$ cat config.mk
export PLATFORM = sky130hd
export DESIGN_NAME = coef_streamer_flat
export DESIGN_NICKNAME = d
export VERILOG_FILES = /design/src/rtl/coef_streamer_if.sv /design/src/rtl/coef_streamer.sv /design/src/flat_wrapper.sv
export SDC_FILE = /design/constraint.sdc
export NUM_CORES = 1
export LEC_CHECK = 0
export CORE_MARGIN = 2
export CORE_UTILIZATION = 48
export CTS_BUF_LIST = sky130_fd_sc_hd__clkbuf_16
export CTS_CLUSTER_SIZE = 12
export DETAILED_ROUTE_END_ITERATION = 7
export GPL_TIMING_DRIVEN = 0
export PLACE_DENSITY = 0.67
export SKIP_LAST_GASP = 1
export SLEW_MARGIN = 0
export SYNTH_ARGS = -nofsm -noshare
export SYNTH_HDL_FRONTEND = slang
export SYNTH_SLANG_ARGS = --single-unit
$ cat constraint.sdc
create_clock -name clk -period 3.4 [get_ports clk]
set_input_delay 0.68 -clock clk [delete_from_list [all_inputs] [get_ports clk]]
set_output_delay 0.68 -clock clk [all_outputs]
set_load 0.005 [all_outputs]
$ cat src/rtl/coef_streamer_if.sv
// -----------------------------------------------------------------------------
// coef_streamer_if
// Groups the host write port, the frame request/stall inputs and the streamed
// coefficient outputs of coef_streamer into one bundle.
//
// Signals:
//   wr_en, wr_addr[3:0], wr_data[DW-1:0] : host write into the coefficient buffer
//   start                                : request to transmit one frame
//   hold                                 : downstream stall, freezes the current word
//   cf_load                              : frame-start strobe (word 0 on the bus)
//   coef_out[DW-1:0], coef_idx[3:0]      : current word and its index
//   coef_valid                           : coef_out/coef_idx are valid
//   busy                                 : frame in progress
//   done                                 : one-cycle pulse after the last word
//
// Modports:
//   master : the host/downstream side (drives the requests, observes the stream)
//   slave  : the streamer itself
// -----------------------------------------------------------------------------
interface coef_streamer_if #(
    parameter int DW = 8
);
    logic          wr_en;
    logic [3:0]    wr_addr;
    logic [DW-1:0] wr_data;
    logic          start;
    logic          hold;
    logic          cf_load;
    logic [DW-1:0] coef_out;
    logic          coef_valid;
    logic [3:0]    coef_idx;
    logic          busy;
    logic          done;

    modport master (
        output wr_en, wr_addr, wr_data, start, hold,
        input  cf_load, coef_out, coef_valid, coef_idx, busy, done
    );

    modport slave (
        input  wr_en, wr_addr, wr_data, start, hold,
        output cf_load, coef_out, coef_valid, coef_idx, busy, done
    );
endinterface

$ cat src/rtl/coef_streamer.sv
// -----------------------------------------------------------------------------
// coef_streamer
// Holds an NWORDS x DW coefficient buffer written by a host and, on request,
// streams the whole buffer out one word per accepted cycle to the matrix
// controller. Word 0 is flagged with cf_load; a one-cycle done pulse follows
// the last accepted word. A downstream hold freezes the presented word.
//
// Ports:
//   clk    : single clock, rising edge
//   reset  : asynchronous, active-low
//   bus    : coef_streamer_if.slave (write port, start/hold, streamed outputs)
//
// Every output is a flop. The next output values are derived from the next
// state and next index, so the first word appears one cycle after start is
// sampled and nothing combinational reaches the outputs.
// -----------------------------------------------------------------------------
module coef_streamer #(
    parameter int DW     = 8,
    parameter int NWORDS = 12
) (
    input  logic            clk,
    input  logic            reset,
    coef_streamer_if.slave  bus
);

    localparam logic [4:0] NWORDS_W = 5'(NWORDS);
    localparam logic [3:0] LAST_IDX = 4'(NWORDS - 1);

    typedef enum logic [1:0] {
        ST_IDLE = 2'd0,
        ST_SEND = 2'd1,
        ST_DONE = 2'd2
    } state_t;

    state_t        state_r;
    state_t        state_nxt_s;
    logic [3:0]    idx_r;
    logic [3:0]    idx_nxt_s;
    logic [DW-1:0] coef_buf_r [NWORDS];
    logic          wr_ok_s;
    logic [DW-1:0] word_nxt_s;

    logic          cf_load_r;
    logic          coef_valid_r;
    logic          busy_r;
    logic          done_r;
    logic [DW-1:0] coef_out_r;
    logic [3:0]    coef_idx_r;

    logic          cf_load_nxt_s;
    logic          coef_valid_nxt_s;
    logic          busy_nxt_s;
    logic          done_nxt_s;
    logic [DW-1:0] coef_out_nxt_s;
    logic [3:0]    coef_idx_nxt_s;

    // Write qualification: address in range and no frame being streamed
    always_comb begin
        wr_ok_s = 1'b0;
        if (bus.wr_en && ({1'b0, bus.wr_addr} < NWORDS_W) && (state_r != ST_SEND)) begin
            wr_ok_s = 1'b1;
        end else begin
            wr_ok_s = 1'b0;
        end
    end

    // Coefficient buffer storage
    always_ff @(posedge clk or negedge reset) begin
        if (!reset) begin
            for (int i = 0; i < NWORDS; i++) begin
                coef_buf_r[i] <= '0;
            end
        end else if (wr_ok_s) begin
            coef_buf_r[bus.wr_addr] <= bus.wr_data;
        end
    end

    // FSM state and word index registers
    always_ff @(posedge clk or negedge reset) begin
        if (!reset) begin
            state_r <= ST_IDLE;
            idx_r   <= 4'd0;
        end else begin
            state_r <= state_nxt_s;
            idx_r   <= idx_nxt_s;
        end
    end

    // FSM next-state and next-index decode
    always_comb begin
        state_nxt_s = state_r;
        idx_nxt_s   = idx_r;
        case (state_r)
            ST_IDLE: begin
                if (bus.start) begin
                    state_nxt_s = ST_SEND;
                    idx_nxt_s   = 4'd0;
                end else begin
                    state_nxt_s = ST_IDLE;
                    idx_nxt_s   = 4'd0;
                end
            end
            ST_SEND: begin
                if (bus.hold) begin
                    state_nxt_s = ST_SEND;
                    idx_nxt_s   = idx_r;
                end else if (idx_r == LAST_IDX) begin
                    // last word accepted: index parks at 0, never wraps in-frame
                    state_nxt_s = ST_DONE;
                    idx_nxt_s   = 4'd0;
                end else begin
                    state_nxt_s = ST_SEND;
                    idx_nxt_s   = idx_r + 4'd1;
                end
            end
            ST_DONE: begin
                state_nxt_s = ST_IDLE;
                idx_nxt_s   = 4'd0;
            end
            default: begin
                state_nxt_s = ST_IDLE;
                idx_nxt_s   = 4'd0;
            end
        endcase
    end

    // Next word to present; a write committing at the same edge as start
    // must be visible in the first word, so it is forwarded here
    always_comb begin
        word_nxt_s = coef_buf_r[idx_nxt_s];
        if (wr_ok_s && (bus.wr_addr == idx_nxt_s)) begin
            word_nxt_s = bus.wr_data;
        end else begin
            word_nxt_s = coef_buf_r[idx_nxt_s];
        end
    end

    // Next output values derived from the next state
    always_comb begin
        cf_load_nxt_s    = 1'b0;
        coef_valid_nxt_s = 1'b0;
        busy_nxt_s       = 1'b0;
        coef_out_nxt_s   = '0;
        coef_idx_nxt_s   = 4'd0;
        done_nxt_s       = 1'b0;
        if (state_nxt_s == ST_SEND) begin
            cf_load_nxt_s    = (idx_nxt_s == 4'd0);
            coef_valid_nxt_s = 1'b1;
            busy_nxt_s       = 1'b1;
            coef_out_nxt_s   = word_nxt_s;
            coef_idx_nxt_s   = idx_nxt_s;
        end else begin
            cf_load_nxt_s    = 1'b0;
            coef_valid_nxt_s = 1'b0;
            busy_nxt_s       = 1'b0;
            coef_out_nxt_s   = '0;
            coef_idx_nxt_s   = 4'd0;
        end
        if (state_nxt_s == ST_DONE) begin
            done_nxt_s = 1'b1;
        end else begin
            done_nxt_s = 1'b0;
        end
    end

    // Output registers
    always_ff @(posedge clk or negedge reset) begin
        if (!reset) begin
            cf_load_r    <= 1'b0;
            coef_valid_r <= 1'b0;
            busy_r       <= 1'b0;
            done_r       <= 1'b0;
            coef_out_r   <= '0;
            coef_idx_r   <= 4'd0;
        end else begin
            cf_load_r    <= cf_load_nxt_s;
            coef_valid_r <= coef_valid_nxt_s;
            busy_r       <= busy_nxt_s;
            done_r       <= done_nxt_s;
            coef_out_r   <= coef_out_nxt_s;
            coef_idx_r   <= coef_idx_nxt_s;
        end
    end

    assign bus.cf_load    = cf_load_r;
    assign bus.coef_valid = coef_valid_r;
    assign bus.busy       = busy_r;
    assign bus.done       = done_r;
    assign bus.coef_out   = coef_out_r;
    assign bus.coef_idx   = coef_idx_r;

endmodule

$ cat src/flat_wrapper.sv
// flat-port wrapper written by rule: the top's interface ports become plain ports
module coef_streamer_flat 
#(
    parameter int DW     = 8,
    parameter int NWORDS = 12
)
  (clk, reset, bus_wr_en, bus_wr_addr, bus_wr_data, bus_start, bus_hold, bus_cf_load, bus_coef_out, bus_coef_valid, bus_coef_idx, bus_busy, bus_done);
  coef_streamer_if #(.DW(DW)) bus_i ();
  input  logic clk;
  input  logic reset;
  input wire logic [$bits(bus_i.wr_en)-1:0] bus_wr_en;
  input wire logic [$bits(bus_i.wr_addr)-1:0] bus_wr_addr;
  input wire logic [$bits(bus_i.wr_data)-1:0] bus_wr_data;
  input wire logic [$bits(bus_i.start)-1:0] bus_start;
  input wire logic [$bits(bus_i.hold)-1:0] bus_hold;
  output wire logic [$bits(bus_i.cf_load)-1:0] bus_cf_load;
  output wire logic [$bits(bus_i.coef_out)-1:0] bus_coef_out;
  output wire logic [$bits(bus_i.coef_valid)-1:0] bus_coef_valid;
  output wire logic [$bits(bus_i.coef_idx)-1:0] bus_coef_idx;
  output wire logic [$bits(bus_i.busy)-1:0] bus_busy;
  output wire logic [$bits(bus_i.done)-1:0] bus_done;
  assign bus_i.wr_en = bus_wr_en;
  assign bus_i.wr_addr = bus_wr_addr;
  assign bus_i.wr_data = bus_wr_data;
  assign bus_i.start = bus_start;
  assign bus_i.hold = bus_hold;
  assign bus_cf_load = bus_i.cf_load;
  assign bus_coef_out = bus_i.coef_out;
  assign bus_coef_valid = bus_i.coef_valid;
  assign bus_coef_idx = bus_i.coef_idx;
  assign bus_busy = bus_i.busy;
  assign bus_done = bus_i.done;
  coef_streamer #(.DW(DW), .NWORDS(NWORDS)) u_core (.clk(clk), .reset(reset), .bus(bus_i));
endmodule
==> impl_metrics.yaml <==
die:
  die_w_um: 111
  dieArea_um2: 12200
  io_pins: 33
  die_h_um: 111
  core-area_um2: 10900
  start_util_pct: 49.8
  row_count: 38
critical_path:
  cp_max_fo: 8
  critical_path_class: "input pin to flop"
  cp.required_ns: 3.69
  start_kind: "input pin"
  end_kind: "flop"
  crit_arrival_ns: 2.80
power:
  power.density_nw_per_um2: 852
  switchingPower_mw: 1.88
  p_int_mw: 3.67
  seqPwrFrac_pct: 35.2
  combPwrFrac_pct: 33.6
  peakVddDrop_mv: 0.436
  clkPwrFrac_pct: 31.2
  switching_share_pct: 33.9
  leakagePower_nw: 3.02
run_status:
  outcome: "complete, no violations"
yosys:
  synth_top_area_cell: "dfrtp_1"
  netlist_top_cells_area: "dfrtp_1 (54%), mux2_2 (20%), nand2_1 (4.5%)"
  synthArstFlopShare_pct: 100
  ys.flop_type: "dfrtp_1"
  synth_common_cells: "dfrtp_1 (117), mux2_2 (95), nand2_1 (66), nand3_1 (31)"
  avgSynthCellArea_um2: 12.0
  yosys_warnings: 0
  synth_top_area_share_pct: 53.8
  synth_edf_count: 0
  netlist_area_um2: 5450
  synth_cell_types: 45
  syn_nets: 472
  synth_seq_area_share_pct: 53.8
  synth_seq_cells: 117
  synthMostInstantiatedCell: "dfrtp_1"
  netlist_instances: 454
cts:
  cts_tree: "yes"
  cts_hold_buf: 0
  cts_buffers: 17
  insertion_delay_ns: 0.41
  cts_resized: 0
  cts_buffer_depth: 2
  post_cts_buffers: 0
  cts.sink_count: 117
  h-tree-depth: 4
  cts-root-buf: "clkbuf_16"
  clkSlewWorstSetupHoldPaths_ns: 0.05
routing:
  ant_nets: 0
  drc: 0
  routed_via_density: 5.65
  vias: 3701
  wl_per_cell_um: 19.7
  wl_mm: 12.9
  drtPass1Iterations: 4
  drt_iter0_markers: 271
grt:
  grt_max_degree: 82
  antenna_found_initial: 0
  track_usage_pct: 22.3
  grt_pass1_vias: 3795
  grt_pass1_wl_mm: 21.1
  gr-total-overflow: 0
placed_design:
  port_buffers: 29
  dp.cells: 624
  place_area_um2: 5940
  dp_hpwl_mm: 8.81
  dp_slack_ns: 0.549
  routabilityCongestion: 0.864
timing:
  tightest_slew_ns: 0.943
  hold_violations: 0
  rsz0062_at_grt: "false"
  drv_slew: 0
  period_needed_ns: 2.50
  clock.fmax_ghz: 0.399
  setup_viol: 0
  period_share_pct: 73.6
  worst_slack_ns: 0.896
  finalClockSkew_ns: 0.00626
  slew_headroom_pct: 36.8
final_layout:
  antennaDiodeCount: 0
  final_layout_size_suffix_gt1_share_pct: 31.8
  finalInstanceArea_um2: 6510
  fill_cells: 877
  nets: 521
  finalNonFillerCells: 655
  syn_to_final_growth_pct: 19.5
hold_path:
  hold_path_class: "input pin to asynchronous set/reset pin"
job:
  cap_violations: 0
==> cell families (layout without fill, tap and decap cells) <==
logic type | after synthesis | count (layout) | share of synthesized area [%]
adders and majority gates | 1 | 1 | 0.230
DFF | 117 | 117 | 53.8
muxes | 113 | 113 | 23.3
xor gates and xnor gates | 3 | 3 | 0.483
AOI/OAI and AO/OA | 42 | 42 | 5.65
buffers and inverters | 36 | 97 | 3.45
and+or+nand+nor | 142 | 142 | 13.1
==> power groups by stage <==
stage / Clock, mW / Combinational, mW / Sequential, mW
2_1_floorplan: 0 / 1.23 / 1.93
6_report: 1.73 / 1.86 / 1.95
4_1_cts: 1.75 / 1.85 / 1.95
5_1_grt: 1.82 / 2.02 / 1.99
3_5_place_dp: 0 / 1.83 / 1.97
3_3_place_gp: 0 / 1.80 / 1.95
==> sequential cells by signal, indices dropped and copies added (netlist names) <==
signal,flops
u_core.bus.cf_load,1
u_core.bus.coef_idx,4
u_core.bus.coef_out,8
u_core.bus.coef_valid,1
u_core.bus.done,1
u_core.coef_buf_r,96
u_core.idx_r,4
u_core.state_r,2
==> final timing paths <==
| kind | depth (start not counted) | start | to | slack, ns |
|---|---|---|---|---|
| worst max-delay path | 4 | bus_wr_addr[0] | u_core.coef_buf_r[80]$_DFFE_PN0P_ | 0.90 |
| worst min-delay path | 1 | reset | u_core.coef_buf_r[70]$_DFFE_PN0P_ | 0.16 |
| worst max register to register | 10 | u_core.idx_r[0]$_DFF_PN0_ | u_core.bus.coef_out[5]$_DFF_PN0_ | 0.91 |
| worst min register to register | 1 | u_core.coef_buf_r[78]$_DFFE_PN0P_ | u_core.coef_buf_r[78]$_DFFE_PN0P_ | 0.50 |
| max in group asynchronous | 2 | reset | u_core.coef_buf_r[37]$_DFFE_PN0P_ | 2.53 |
| min in group clk | 1 | u_core.coef_buf_r[78]$_DFFE_PN0P_ | u_core.coef_buf_r[78]$_DFFE_PN0P_ | 0.50 |
==> layer usage <==
layer  track usage [%]  part of all wire (%)  vias up
met4              8.75                   2.0        0
met2              34.6                    47      112
met1              31.0                    47     1857
met5                 0                     0        -
met3              4.72                   4.5       23
li1                  -                     -     1709
==> final cells by class <==
class	instances	area [um2]	area share, %
Buffer	33	174	2.67
Clock buffer	17	425	6.53
Clock inverter	14	145	2.23
Inverter	3	13.8	0.211
Multi-Input combinational cell	301	2330	35.8
Sequential cell	117	2930	45.0
Tap cell	140	175	2.69
Timing Repair Buffer	30	319	4.90
==> worst max-delay path, cell delays in order <==
cell,delay (ns)
clkdlybuf4s50_1,0.65
nand4_1,0.27
nor3_2,0.77
mux2_2,0.42
==> layout by cell type (no fill, tap or decap), drive strengths merged, types with 13 or more instances in the layout <==
cell and instances:
dfrtp 117, mux2 100, nand2 68, nand3 32
clkbuf 30, clkdlybuf4s50 28, buf 22, mux2i 13
a31oi 13, nor2 13
==> through the flow <==
step / setup TNS, ns / util (%) / hold WS (ns) / total power [mW]
floorplan: 0 / - / 0.384 / 3.15
global placement: -320.01 / 54.1 / 0.469 / 3.76
detailed placement: 0 / 54.3 / 0.490 / 3.80
CTS: 0 / 59.5 / 0.167 / 5.55
global route: 0 / 59.5 / 0.193 / 5.83
finish: 0 / 59.5 / 0.156 / 5.54
No activity file was read; power rests on OpenSTA's default activity.
